## config.mk

```make
export PLATFORM = sky130hd
export DESIGN_NAME = membank_arbiter
export DESIGN_NICKNAME = d
export VERILOG_FILES = /design/src/rtl/membank_arbiter_pkg.sv /design/src/rtl/membank_arbiter_lane_arbiter.sv /design/src/rtl/membank_arbiter.sv
export SDC_FILE = /design/constraint.sdc
export NUM_CORES = 1
export LEC_CHECK = 0
export CAP_MARGIN = 5
export CORE_MARGIN = 2
export CORE_UTILIZATION = 29
export DETAILED_ROUTE_END_ITERATION = 10
export GPL_ROUTABILITY_DRIVEN = 1
export MAX_ROUTING_LAYER = met4
export PLACE_DENSITY = 0.86
export SLEW_MARGIN = 20
export SYNTH_ARGS = -nofsm -noshare
export SYNTH_HDL_FRONTEND = slang
export SYNTH_SLANG_ARGS = --single-unit
export TNS_END_PERCENT = 30
```

## constraint.sdc

```tcl
create_clock -name clk -period 3.3 [get_ports clk]
set_input_delay 0.33 -clock clk [delete_from_list [all_inputs] [get_ports clk]]
set_output_delay 0.33 -clock clk [all_outputs]
set_load 0.05 [all_outputs]
```

## src/rtl/membank_arbiter_pkg.sv

```systemverilog
// rtl/membank_arbiter_pkg.sv - shared types and lane constants for the even/odd bank arbiter
package membank_arbiter_pkg;

    typedef enum logic [1:0] {
        OWN_NONE,
        OWN_CPU,
        OWN_DMA
    } owner_t;

    typedef enum logic {
        CPU_PRI,
        DMA_FORCE
    } arb_state_t;

    localparam int LANE_EVEN = 0;
    localparam int LANE_ODD  = 1;

endpackage

```

## src/rtl/membank_arbiter_lane_arbiter.sv

```systemverilog
// rtl/membank_arbiter_lane_arbiter.sv - one byte lane: grant, starvation guard, mux, read-return owner
// MEMBANK_ARBITER_ROUNDROBIN_EN replaces the CPU-priority FSM with alternating-winner arbitration.
module lane_arbiter
    import membank_arbiter_pkg::*;
#(
    parameter int ADDRBITS = 15,
    parameter int MAXWAIT  = 4
) (
    input  logic                clk,
    input  logic                reset,
    input  logic                cpu_req,
    input  logic                cpu_we,
    input  logic [ADDRBITS-1:0] cpu_addr,
    input  logic [7:0]          cpu_wdata,
    input  logic                dma_req,
    input  logic                dma_we,
    input  logic [ADDRBITS-1:0] dma_addr,
    input  logic [7:0]          dma_wdata,
    output logic                cpu_gnt,
    output logic                dma_gnt,
    output logic [ADDRBITS-1:0] mem_addr,
    output logic                mem_we,
    output logic [7:0]          mem_wdata,
    output logic                cpu_rvalid,
    output logic                dma_rvalid
);

    owner_t owner_q;
    owner_t owner_d;
    logic   contend;
    logic   dma_wins;

    assign contend = cpu_req & dma_req;

`ifdef MEMBANK_ARBITER_ROUNDROBIN_EN
    // Reset to DMA so the CPU takes the first contended cycle.
    logic last_dma_q;

    always_ff @(posedge clk or posedge reset) begin
        if (reset) begin
            last_dma_q <= 1'b1;
        end else if (cpu_gnt | dma_gnt) begin
            last_dma_q <= dma_gnt;
        end
    end

    assign dma_wins = ~last_dma_q;
`else
    localparam logic [3:0] WAIT_LAST = 4'(MAXWAIT - 1);
    localparam logic [3:0] WAIT_MAX  = 4'(MAXWAIT);

    arb_state_t state_q;
    arb_state_t state_d;
    logic [3:0] wait_q;
    logic [3:0] wait_d;

    always_ff @(posedge clk or posedge reset) begin
        if (reset) begin
            state_q <= CPU_PRI;
            wait_q  <= 4'd0;
        end else begin
            state_q <= state_d;
            wait_q  <= wait_d;
        end
    end

    always_comb begin
        state_d = state_q;
        wait_d  = wait_q;
        case (state_q)
            CPU_PRI: begin
                if (!dma_req || dma_gnt) begin
                    wait_d = 4'd0;
                end else if (wait_q >= WAIT_LAST) begin
                    state_d = DMA_FORCE;
                    wait_d  = WAIT_MAX;
                end else begin
                    wait_d = wait_q + 4'd1;
                end
            end
            DMA_FORCE: begin
                if (!dma_req || dma_gnt) begin
                    state_d = CPU_PRI;
                    wait_d  = 4'd0;
                end
            end
            default: begin
                state_d = CPU_PRI;
                wait_d  = 4'd0;
            end
        endcase
    end

    assign dma_wins = (state_q == DMA_FORCE);
`endif

    // Grants are forced low while reset is held so nothing reaches the bank.
    always_comb begin
        cpu_gnt = 1'b0;
        dma_gnt = 1'b0;
        if (!reset) begin
            if (contend) begin
                dma_gnt = dma_wins;
                cpu_gnt = ~dma_wins;
            end else begin
                cpu_gnt = cpu_req;
                dma_gnt = dma_req;
            end
        end
    end

    always_comb begin
        mem_addr  = dma_gnt ? dma_addr  : cpu_addr;
        mem_wdata = dma_gnt ? dma_wdata : cpu_wdata;
        mem_we    = (cpu_gnt & cpu_we) | (dma_gnt & dma_we);
        owner_d   = OWN_NONE;
        if (cpu_gnt && !cpu_we) begin
            owner_d = OWN_CPU;
        end else if (dma_gnt && !dma_we) begin
            owner_d = OWN_DMA;
        end
    end

    always_ff @(posedge clk or posedge reset) begin
        if (reset) begin
            owner_q <= OWN_NONE;
        end else begin
            owner_q <= owner_d;
        end
    end

    assign cpu_rvalid = (owner_q == OWN_CPU);
    assign dma_rvalid = (owner_q == OWN_DMA);

endmodule

```

## src/rtl/membank_arbiter.sv

```systemverilog
// rtl/membank_arbiter.sv - CPU/DMA arbiter for the even/odd byte-lane memory port
// Build option MEMBANK_ARBITER_ROUNDROBIN_EN selects round-robin lane arbitration.
module membank_arbiter
    import membank_arbiter_pkg::*;
#(
    parameter int ADDRBITS = 15,
    parameter int MAXWAIT  = 4
) (
    input  logic                     clk,
    input  logic                     reset,
    input  logic [1:0]               cpu_req,
    input  logic [1:0]               cpu_we,
    input  logic [1:0][ADDRBITS-1:0] cpu_addr,
    input  logic [1:0][7:0]          cpu_wdata,
    output logic [1:0]               cpu_gnt,
    output logic [1:0][7:0]          cpu_rdata,
    output logic [1:0]               cpu_rvalid,
    input  logic [1:0]               dma_req,
    input  logic [1:0]               dma_we,
    input  logic [1:0][ADDRBITS-1:0] dma_addr,
    input  logic [1:0][7:0]          dma_wdata,
    output logic [1:0]               dma_gnt,
    output logic [1:0][7:0]          dma_rdata,
    output logic [1:0]               dma_rvalid,
    output logic [1:0][ADDRBITS-1:0] mem_addr,
    output logic [1:0]               mem_we,
    output logic [1:0][7:0]          mem_wdata,
    input  logic [1:0][7:0]          mem_rdata
);

    // Read data is broadcast; only the rvalid strobes identify the owner.
    assign cpu_rdata = mem_rdata;
    assign dma_rdata = mem_rdata;

    for (genvar l = LANE_EVEN; l <= LANE_ODD; l++) begin : g_lane
        lane_arbiter #(
            .ADDRBITS (ADDRBITS),
            .MAXWAIT  (MAXWAIT)
        ) u_lane (
            .clk        (clk),
            .reset      (reset),
            .cpu_req    (cpu_req[l]),
            .cpu_we     (cpu_we[l]),
            .cpu_addr   (cpu_addr[l]),
            .cpu_wdata  (cpu_wdata[l]),
            .dma_req    (dma_req[l]),
            .dma_we     (dma_we[l]),
            .dma_addr   (dma_addr[l]),
            .dma_wdata  (dma_wdata[l]),
            .cpu_gnt    (cpu_gnt[l]),
            .dma_gnt    (dma_gnt[l]),
            .mem_addr   (mem_addr[l]),
            .mem_we     (mem_we[l]),
            .mem_wdata  (mem_wdata[l]),
            .cpu_rvalid (cpu_rvalid[l]),
            .dma_rvalid (dma_rvalid[l])
        );
    end

endmodule

```

==> flow_summary.yaml, run 1 <==
worst_hold_path:
  hp-class: "primary input to async pin"
pwr:
  internal_power_uw: 619.5
  p_seq_share_pct: 19.7
  power_switching_uw: 358.1
  leakage_nw: 1.606
  clkPwrFrac_pct: 13.9
  combPwrFrac_pct: 66.4
  ir_drop_uv: 230.5
  swShare_pct: 36.63
  p_per_area_nw_per_um2: 283.7
logic_synthesis:
  synth_area_um2: 1653
  syn_nets: 273
  yosysWarnings: 0
  synth-seq-area-share_pct: 21.20
  postSynthAreaPerCell_um2: 10.80
  synth_cells: 153
  ys_seq_elements: 14
  synth_cell_types: 18
clocking:
  clk_pin_slew_ns: 0.05
  cts_resized: 0
  cts_buffer_depth: 2
  ctsHoldBuffers: 0
  root_buffer: "clkbuf_8"
  clkLatencyLatePin_ns: 0.24
  cts_tree: "done"
  clkSinkCount: 14
  post_cts_buffers: 0
  cts_made_buffers: 3
  cts_max_level: 1
layout:
  mostFrequentLayoutCells: "107 x clkdlybuf4s50_1, 46 x buf_12, 36 x mux2_4"
  n_antenna_cell: 0
  mostFrequentLayoutCell: "clkdlybuf4s50_1"
  utilization_pct: 62.58
  drive_above_1_share_pct: 38.06
  syn_to_final_growth_pct: 108.5
  layout.nets: 390
placed_design:
  io_buffers: 157
  dp_hpwl_mm: 5.004
  gp_congestion: 0.7786
setup_path:
  cp-end-kind: "primary output"
  ff2ff_path_depth: 4
  crit_path_max_incr_delay_ns: 0.83
  cpMaxStageDelayCell: "clkdlybuf4s50_1"
  crit_type: "primary input to primary output"
  cp_max_fo: 10
  worstPathRequired_ns: 2.97
  reg2reg_slack_ns: 1.87
  r2r-end: "g_lane[1].u_lane.wait_q[0]$_DFFE_PP0P_"
  path_cells: "clkdlybuf4s50_1 > inv_1 > and3_1 > clkdlybuf4s50_1"
  r2r-start: "g_lane[1].u_lane.wait_q[0]$_DFFE_PP0P_"
  cpMostUsedCell: "clkdlybuf4s50_1"
  worst_ep_arrival_time_ns: 2.24
  startpoint_type: "primary input"
timing:
  skew_ns: 0.001009
  fin_crit_ns: 2.574
  relSlewSlack_pct: 57.65
  drv_slew: 0
  tns_ns: 0
  worstMarginPinSlew_ns: 0.6295
  setup_violations: 0
  rsz0062_at_grt: "false"
  final_hold_viol_count: 0
  finalCritPeriodShare_pct: 78.01
  fmax_ghz: 0.3885
route:
  wl_mm: 5.770
  vias: 1507
  drt_iter0_markers: 33
  avgViaCountPerCell: 4.432
  firstDrtPassIters: 4
  drc: 0
  wl_per_cell_um: 16.97
  antenna_left: 0
die:
  chipHeight_um: 79.50
  core_um2: 5507
  rows: 27
  pin_count: 206
  die_w_um: 79.50
  fp.dieArea_um2: 6319
  initial_utilization_pct: 30.02
global_route:
  grt_max_degree: 26
  antenna_found_initial: 0
  grt_pass1_vias: 1646
  grt_pass1_wl_mm: 8.556
  grt_overflow: 0
  track_usage_pct: 17.93
run_status:
  status: "complete, no violations"
job:
  cap_violations: 0
-- state kept, by name, summed over array words and instances, names as in the netlist --
name / count
g_lane.u_lane.wait_q: 8
g_lane.u_lane.owner_q: 4
g_lane.u_lane.dma_wins: 2
-- worst max-delay path: cells and delay by family --
family | cells | cell delay [ns]
buffers and inverters | 3 | 1.63
and+or+nand+nor | 1 | 0.28
-- synthesized netlist by cell type --
| cell | instances | area [um2] |
|---|---|---|
| buf_4 | 42 | 315.3 |
| a22o_1 | 2 | 17.52 |
| dfrtp_1 | 14 | 350.3 |
| ha_1 | 2 | 25.02 |
| nor2_1 | 10 | 37.54 |
| inv_1 | 3 | 11.26 |
| mux2_4 | 36 | 540.5 |
| o21ai_0 | 2 | 10.01 |
| mux2i_1 | 2 | 20.02 |
| nor4_1 | 2 | 12.51 |
| mux2_2 | 10 | 112.6 |
| buf_6 | 6 | 67.56 |
| or3b_1 | 2 | 17.52 |
| nor3_1 | 2 | 10.01 |
| and3_1 | 2 | 12.51 |
| nor2b_1 | 10 | 62.56 |
| a22oi_1 | 2 | 15.01 |
| nand2_1 | 4 | 15.01 |
-- kinds of logic after synthesis --
kind of cell / Yosys count / share of synthesized area, %
AOI/OAI and AO/OA: 6 / 2.574
adders and majority gates: 2 / 1.514
buffers and inverters: 51 / 23.85
DFF: 14 / 21.20
muxes: 48 / 40.73
and+or+nand+nor: 32 / 10.14
-- area by class of cell --
class	instances	area [um2]
multi-input combinational	88	908.4
inverter	3	11.26
tap	72	90.09
sequential	14	350.3
timing repair buffer	160	2044
fill	458	2061
clock buffer	3	41.29
-- metal layers --
metal	share of wire, %	vias to the layer above	routed length [um]	global-route usage (%)
met2	55	79	3199	33.78
met1	36	705	2071	18.75
met3	7.1	12	412	4.186
met4	1.5	0	86	4.310
li1	-	711	-	-
met5	0	-	0	-
-- power by group through the flow --
| stage | Sequential [mW] | Clock, mW | Combinational [mW] |
|---|---|---|---|
| detailed placement | 0.196 | 0 | 0.652 |
| global route | 0.195 | 0.148 | 0.674 |
| CTS | 0.193 | 0.140 | 0.655 |
| floorplan | 0.193 | 0 | 0.418 |
| finish | 0.193 | 0.135 | 0.649 |
| global placement | 0.194 | 0 | 0.641 |
-- worst max path at each step --
stage	startpoint	end	slack [ns]	depth (start not counted)
3_5_place_dp	reset	cpu_gnt[0]	0.70	4
5_1_grt	reset	cpu_gnt[0]	0.61	4
3_3_place_gp	reset	cpu_gnt[0]	0.76	4
6_report	reset	cpu_gnt[0]	0.73	4
2_1_floorplan	cpu_req[1]	mem_addr[16]	1.50	5
4_1_cts	reset	cpu_gnt[0]	0.70	4
-- metrics by stage --
| step | total power, mW | std cells | hold WS [ns] | setup slack, ns | instance area (um2) |
|---|---|---|---|---|---|
| finish | 0.9776 | 340 | 0.4851 | 0.7257 | 3446 |
| global route | 1.017 | 340 | 0.5237 | 0.6110 | 3446 |
| CTS | 0.9872 | 340 | 0.4856 | 0.7032 | 3446 |
| detailed placement | 0.8478 | 337 | 0.5115 | 0.7039 | 3405 |
| global placement | 0.8357 | 337 | 0.4996 | 0.7614 | 3405 |
| floorplan | 0.6109 | 153 | 0.2293 | 1.501 | 1653 |
Power figures use the tool's default switching activity.
==> run 2, diff against run 1 <==
- CORE_UTILIZATION: 29 -> 26
- PLACE_DENSITY: 0.86 -> 0.78
- clock period: 3.3 -> 2.44 ns (I/O delays scaled with it)
==> flow_summary.yaml, run 2 (same netlist as run 1, synthesis figures left out) <==
run_status:
  status: "complete, no violations"
clocking:
  root_buffer: "clkbuf_8"
  cts_tree: "done"
  clkSinkCount: 14
  ctsHoldBuffers: 0
  cts_buffer_depth: 2
  cts_max_level: 1
  cts_resized: 0
  post_cts_buffers: 0
  clkLatencyLatePin_ns: 0.25
  cts_made_buffers: 3
  clk_pin_slew_ns: 0.06
timing:
  fin_crit_ns: 2.147
  relSlewSlack_pct: 60.63
  final_hold_viol_count: 0
  worstMarginPinSlew_ns: 0.5851
  finalCritPeriodShare_pct: 88.00
  skew_ns: 0.001984
  fmax_ghz: 0.4657
  tns_ns: 0
  setup_violations: 0
  drv_slew: 0
  rsz0062_at_grt: "false"
setup_path:
  cpMaxStageDelayCell: "clkdlybuf4s50_1"
  worstPathRequired_ns: 2.20
  crit_type: "primary input to primary output"
  cp-end-kind: "primary output"
  reg2reg_slack_ns: 0.99
  cp_max_fo: 25
  worst_ep_arrival_time_ns: 1.90
  startpoint_type: "primary input"
  crit_path_max_incr_delay_ns: 0.51
  path_cells: "clkdlybuf4s50_1 > or3b_1 > buf_12 > mux2_4 > buf_12"
  cpMostUsedCell: "buf_12"
route:
  antenna_left: 0
  firstDrtPassIters: 4
  wl_mm: 5.215
  wl_per_cell_um: 15.03
  drc: 0
  drt_iter0_markers: 26
  vias: 1478
  avgViaCountPerCell: 4.259
layout:
  mostFrequentLayoutCells: "105 x clkdlybuf4s50_1, 45 x buf_12, 36 x mux2_4"
  final_cell_count_no_fill: 347
  layout.nets: 391
  drive_above_1_share_pct: 39.26
  mostFrequentLayoutCell: "clkdlybuf4s50_1"
  n_antenna_cell: 0
  syn_to_final_growth_pct: 109.1
  largest_reg_flops: 8
  regMostFlops: "g_lane.u_lane.wait_q"
  utilization_pct: 55.37
die:
  initial_utilization_pct: 26.48
  fp.dieArea_um2: 7011
  chipHeight_um: 83.73
  die_w_um: 83.73
  rows: 29
  core_um2: 6241
  pin_count: 206
placed_design:
  io_buffers: 157
  gp_congestion: 0.7804
  dp_cells: 343
  dp_hpwl_mm: 4.651
pwr:
  p_per_area_nw_per_um2: 390.5
  ir_drop_uv: 384.3
  leakage_nw: 1.617
  p_total_mw: 1.350
global_route:
  antenna_found_initial: 0
  grt_pass1_vias: 1491
  grt_pass1_wl_mm: 7.962
  track_usage_pct: 14.63
  grt_max_degree: 26
  grt_overflow: 0
worst_hold_path:
  hp-class: "primary input to async pin"
job:
  cap_violations: 0
run 2: cell count changes in the layout (fill, tap and decap cells not counted):
cell,delta
buf_12,-1
buf_4,+4
clkbuf_8,+1
clkdlybuf4s50_1,-2
run 2: final cells by class:
cell class	instances	area (um2)
clock buffer	4	55.05
fill	523	2785
inverter	3	11.26
multi-input combinational	88	908.4
sequential	14	350.3
tap	77	96.34
timing repair buffer	161	2034
run 2: where the power goes:
group,internal [mW],total (mW),switching (mW)
Combinational,0.473,0.864,0.391
Clock,0.143,0.226,0.0829
Sequential,0.248,0.260,0.0114
Total,0.864,1.35,0.485
run 2: routing by layer:
| metal | vias up | share of wire, % | GRT usage (%) |
|---|---|---|---|
| li1 | 720 | - | - |
| met1 | 684 | 38 | 16.27 |
| met2 | 68 | 55 | 26.04 |
| met3 | 6 | 6.8 | 4.154 |
| met4 | 0 | 1.1 | 3.226 |
| met5 | - | 0 | - |
run 2: final timing paths:
check,start,to,depth (start not counted)
worst max register to register,g_lane[1].u_lane.wait_q[0]$_DFFE_PP0P_,g_lane[1].u_lane.wait_q[0]$_DFFE_PP0P_,4
min in group clk,mem_rdata[15],cpu_rdata[15],0
max in group asynchronous,reset,g_lane[0].u_lane.owner_q[1]$_DFF_PP0_,3
worst min-delay path,reset,g_lane[1].u_lane.wait_q[3]$_DFFE_PP0P_,3
worst min register to register,g_lane[0].u_lane.wait_q[3]$_DFFE_PP0P_,g_lane[0].u_lane.wait_q[3]$_DFFE_PP0P_,2
worst max-delay path,reset,mem_addr[17],5
run 2: through the flow:
step | instance area, um2 | hold WS (ns) | setup slack, ns
after floorplan | 1653 | 0.1433 | 0.7308
after global placement | 3401 | 0.4885 | 0.3267
after detailed placement | 3401 | 0.4885 | 0.2914
after CTS | 3456 | 0.4885 | 0.2863
after global routing | 3456 | 0.4881 | 0.2348
final | 3456 | 0.4880 | 0.2929
run 2: worst max-delay path, delay by kind of cell:
| kind | cells | cell delay, ns |
|---|---|---|
| buffers and inverters | 3 | 0.86 |
| muxes | 1 | 0.33 |
| and+or+nand+nor | 1 | 0.46 |
